**config.mk**
```make
export PLATFORM = sky130hd
export DESIGN_NAME = serial_subtractor
export DESIGN_NICKNAME = d
export VERILOG_FILES = /design/src/rtl/serial_sub_pkg.sv /design/src/rtl/full_subtractor.sv /design/src/rtl/serial_subtractor.sv
export SDC_FILE = /design/constraint.sdc
export NUM_CORES = 1
export LEC_CHECK = 0
export CAP_MARGIN = 20
export CORE_MARGIN = 2
export CORE_UTILIZATION = 40
export DETAILED_ROUTE_END_ITERATION = 8
export PLACE_DENSITY = 0.66
export SLEW_MARGIN = 20
export SYNTH_ARGS = -nofsm -noshare
export SYNTH_HDL_FRONTEND = slang
export SYNTH_SLANG_ARGS = --single-unit
```
**constraint.sdc**
```tcl
create_clock -name clk -period 1.3 [get_ports clk]
set_clock_uncertainty 0.15 [all_clocks]
set_input_delay 0.325 -clock clk [delete_from_list [all_inputs] [get_ports clk]]
set_output_delay 0.325 -clock clk [all_outputs]
set_load 0.01 [all_outputs]
```
**src/rtl/serial_sub_pkg.sv**
```systemverilog
// Shared definitions for the bit-serial subtractor: FSM states and default width.
package serial_sub_pkg;

    localparam int unsigned DEFAULT_WIDTH = 8;

    typedef enum logic [1:0] {
        IDLE  = 2'd0,
        SHIFT = 2'd1,
        HOLD  = 2'd2
    } state_e;

endpackage

```
**src/rtl/full_subtractor.sv**
```systemverilog
// One-bit full subtractor cell: diff = x1 - x2 - bin, with borrow out.
module full_subtractor (
    input  logic x1,
    input  logic x2,
    input  logic bin,
    output logic diff,
    output logic bout
);

    // Pure combinational cell, evaluated once per serial step.
    always_comb begin
        diff = x1 ^ x2 ^ bin;
        bout = (~x1 & x2) | (~(x1 ^ x2) & bin);
    end

endmodule

```
**src/rtl/serial_subtractor.sv**
```systemverilog
// Bit-serial unsigned subtractor with valid/ready handshakes on both sides.
// Operands are captured in IDLE, processed LSB first over WIDTH cycles in
// SHIFT, and the result is presented in HOLD until the consumer takes it.
module serial_subtractor
    import serial_sub_pkg::*;
#(
    parameter int WIDTH = DEFAULT_WIDTH
) (
    input  logic             clk,
    input  logic             rst,
    input  logic             in_valid,
    output logic             in_ready,
    input  logic [WIDTH-1:0] a,
    input  logic [WIDTH-1:0] b,
    input  logic             bin,
    output logic             out_valid,
    input  logic             out_ready,
    output logic [WIDTH-1:0] diff,
    output logic             bout
);

    localparam int CW = $clog2(WIDTH + 1);

    state_e           state_q, state_d;
    logic [CW-1:0]    cnt_q, cnt_d;
    logic             borrow_q, borrow_d;
    logic [WIDTH-1:0] a_q, a_d;
    logic [WIDTH-1:0] b_q, b_d;
    logic [WIDTH-1:0] sh_q, sh_d;
    logic [WIDTH-1:0] diff_q, diff_d;
    logic             bout_q, bout_d;

    logic             cell_diff;
    logic             cell_bout;
    logic             last_bit;
    logic [WIDTH:0]   sh_ext;

    full_subtractor u_cell (
        .x1   (a_q[0]),
        .x2   (b_q[0]),
        .bin  (borrow_q),
        .diff (cell_diff),
        .bout (cell_bout)
    );

    assign last_bit = (cnt_q == CW'(WIDTH - 1));
    // Result bits enter at the MSB; the extra top bit keeps WIDTH=1 legal.
    assign sh_ext   = {cell_diff, sh_q};

    // State and datapath registers with synchronous reset.
    always_ff @(posedge clk) begin
        if (rst) begin
            state_q  <= IDLE;
            cnt_q    <= '0;
            borrow_q <= 1'b0;
            a_q      <= '0;
            b_q      <= '0;
            sh_q     <= '0;
            diff_q   <= '0;
            bout_q   <= 1'b0;
        end else begin
            state_q  <= state_d;
            cnt_q    <= cnt_d;
            borrow_q <= borrow_d;
            a_q      <= a_d;
            b_q      <= b_d;
            sh_q     <= sh_d;
            diff_q   <= diff_d;
            bout_q   <= bout_d;
        end
    end

    // Next-state and datapath update; the visible result only changes when
    // the final bit completes, so diff/bout stay put during SHIFT.
    always_comb begin
        state_d  = state_q;
        cnt_d    = cnt_q;
        borrow_d = borrow_q;
        a_d      = a_q;
        b_d      = b_q;
        sh_d     = sh_q;
        diff_d   = diff_q;
        bout_d   = bout_q;
        case (state_q)
            IDLE: begin
                if (in_valid) begin
                    a_d      = a;
                    b_d      = b;
                    borrow_d = bin;
                    cnt_d    = '0;
                    state_d  = SHIFT;
                end
            end
            SHIFT: begin
                a_d      = a_q >> 1;
                b_d      = b_q >> 1;
                borrow_d = cell_bout;
                sh_d     = sh_ext[WIDTH:1];
                cnt_d    = cnt_q + CW'(1);
                if (last_bit) begin
                    diff_d  = sh_ext[WIDTH:1];
                    bout_d  = cell_bout;
                    state_d = HOLD;
                end
            end
            HOLD: begin
                if (out_ready) begin
                    state_d = IDLE;
                end
            end
            default: begin
                state_d = IDLE;
            end
        endcase
    end

    // Handshake outputs decoded from registered state only.
    always_comb begin
        in_ready  = (state_q == IDLE);
        out_valid = (state_q == HOLD);
        diff      = diff_q;
        bout      = bout_q;
    end

endmodule

```
==> impl_results.md <==
- Reg clk slew, reported paths: around 0.080 ns
- Cell taking the most area after synthesis: dfxtp_1
- Largest net degree at the start of global routing: 31
- Io pins: 32
- Post-synth EDFFs: 0
- Synth async-reset ratio: 0
- Inst Count DP: roughly 280
- Failing checks: setup timing
- Finish-stage setup viols: 23
- TritonCTS clock tree: done
- GP Congestion: 0.7812
- Floorplan row count: 23
- Post-synth top flop: dfxtp_1
- Clk root buf: clkbuf_8
- Die Ht: around 70 um
- Post-Syn Area: 1738 um2
- Post-Route WL: approximately 4.1 mm
- Cell variety after synth: 36
- CTS Sinks: 39
- Fmax: 0.6944 GHz
- Max clock buf depth: 2
- First-iteration detailed-routing DRC count: 68
- Diode count: 0
- Core Region: 4086 um2
- Worst EP required: approximately 1.3 ns
- Tmin final: roughly 1.4 ns
- Complex-gate fraction of the synthesized area: 0.2037
- Drt drc: 0
- Post-Syn Instances: 190
- Tot GR Track Use: 0.1665
- Commonest non-fill, non-tap cell in the layout: dfxtp_1
- Placement Cell Area: between 2000 and 2500 um2
- Detailed-route via count: 1565
- Antenna violations before repair: 0
- Final period util: 1.108
- Vias/cell: just over 5
- Status: finished, violations left
- Max-cap violations: 0
- Vias in the first global route: between 1k and 1.5k
- RSZ-0062 raised after global routing: yes
- Number of buffers added on ports: 31
- Leak pwr: between 1 and 1.5 nW
- Pwr per Cell Area: between 1000 and 1500 nW/um2
- Setup crit start: borrow_q
- Initial Util: 0.4253
- Mux contribution to synthesized area: 0.05184
- Yosys top cell area share: 0.4492
- Register area share after synthesis: 0.4492
- Yosys reg bits: 39
- Hold WS: approximately 0.31 ns
- Net Count, Synth: ~210
- YS warnings: 0
- Grt ovf: 0
- Layout area overhead: 49.17%
- Post-route ant nets: 0
- Share of layout cells above drive strength 1: 0.4104
- Worst r2r path cells: 5
- R2R Setup Slk: -0.14 ns
- Pre-CTS worst setup slack: -0.4221 ns
- Commonest cells after routing, fill and taps aside: dfxtp_1, buf_4, nor2_1
- Ranking of synthesized cells by area: dfxtp_1, nor2_1, nand2b_1, a211oi_1, mux2i_1
- Max VDD drop: about 0.00046 V
- Post-Synth Simple-Gate Area: 0.2196
- Final Hold Viols: 0
- Synth Area in XOR/XNOR: 0
- Worst slew margin: 0.7680
- Post-Layout Cell Count: about 300
- Critical Path Sink Type: register
- Setup WS post-layout: -0.1402 ns
- Post-synthesis adder-cell area fraction: 0.01872
- CTS buffer count: 5
- Routed wire per std cell: approximately 14 um
- TritonRoute pass-1 iters: 4
- Global-route wire length before repair: roughly 6.6 mm
- Critical R2R Capture: borrow_q
- Hold bufs inserted after CTS: 0
- Critical path class: register to register
- Hold Path Class: register to register
- Nature of the critical path startpoint: register
- Largest family of logic cells by synthesized area: simple AND/OR/NAND/NOR gates
- Final Cell Area: ~2600 um2
- Worst Tran Pin Value: ~0.35 ns
- Crit path capture: borrow_q
- Clock Latency Late Sink: 0.28 ns
- Dpl hpwl: 2.519 mm
- DIE WIDTH: about 70 um
- Die Area: 4888 um2
- CTS H-tree depth: 2
- Syn Area/Cell: roughly 9.1 um2
- Max-slew violation count: 0
- Crit path DAT: 1.47 ns
- R2R Path Start: borrow_q
- Final net count: 273
- CP Max Fanout: 2
cells in the mapped netlist, drive strengths merged (2+ instances only):
cell     count
nor2        29
buf          7
a211oi      13
dfxtp       39
a32oi        2
o21ai        2
nand2       20
nand2b      18
a221oi       2
nand3        2
mux2i        9
clkbuf       7
a21oi        8
o22ai        6
o21ba        2
o2bb2ai      8
inv          3
sequential cells by signal (all words and copies together), names as in the netlist:
name and cells:
a_q 8, b_q 8, diff 8, sh_q 7, cnt_q 4, state_q 2, borrow_q 1, bout 1
critical path, stage by stage, from the launching register on:
cell,delay [ns]
dfxtp_2,0.32
inv_2,0.04
fa_2,0.39
nand2_1,0.08
o21ai_1,0.07
a221oi_1,0.27
layer usage:
layer,vias up,share of wire,global-route usage
li1,787,-,-
met1,738,0.48,0.2217
met2,38,0.48,0.2688
met3,2,0.040,0.04185
met4,0,0.0046,0.04487
met5,-,0,0
metrics by stage:
stage	utilization	TNS (ns)	power [mW]
global route	0.6344	-3.230	2.899
finish	0.6344	-1.225	2.775
floorplan	-	-0.04284	1.510
detailed placement	0.5545	-10.65	1.665
global placement	0.5545	-10.18	1.660
CTS	0.6053	-1.461	2.732
power by group:
part           internal [mW]  switching (mW)
clock network          0.621           0.414
registers               1.25          0.0403
logic                  0.247           0.202
cell families after synthesis:
group / Yosys count
compound gates: 48
fa+ha+maj: 2
buf+inv: 18
flops: 39
mux: 9
simple gates: 74
worst min path at each step:
| stage | from | endpoint | slack (ns) | depth (start not counted) |
|---|---|---|---|---|
| CTS | sh_q[1] | sh_q[1] | 0.32 | 2 |
| global route | sh_q[1] | sh_q[1] | 0.34 | 2 |
| finish | sh_q[1] | sh_q[1] | 0.31 | 2 |
| floorplan | sh_q[1] | sh_q[1] | 0.29 | 2 |
| detailed placement | sh_q[1] | sh_q[1] | 0.31 | 2 |
| global placement | sh_q[1] | sh_q[1] | 0.29 | 2 |
cell type report:
type	count	area (um2)
clock buffer	6	82.58
clock inverter	2	35.03
fill	346	1494
inverter	4	20.02
multi-input combinational	134	1016
sequential	39	799.5
tap	50	62.56
timing repair buffer	66	576.8
timing repair:
item | CTS | global route
buffers inserted | 8 | 1
gates cloned | 1 | 0
resized for setup | 70 | 27
pin swaps | 11 | 10
endpoints found under the setup margin | 47 | 37
(Power assumes the default switching activity.)
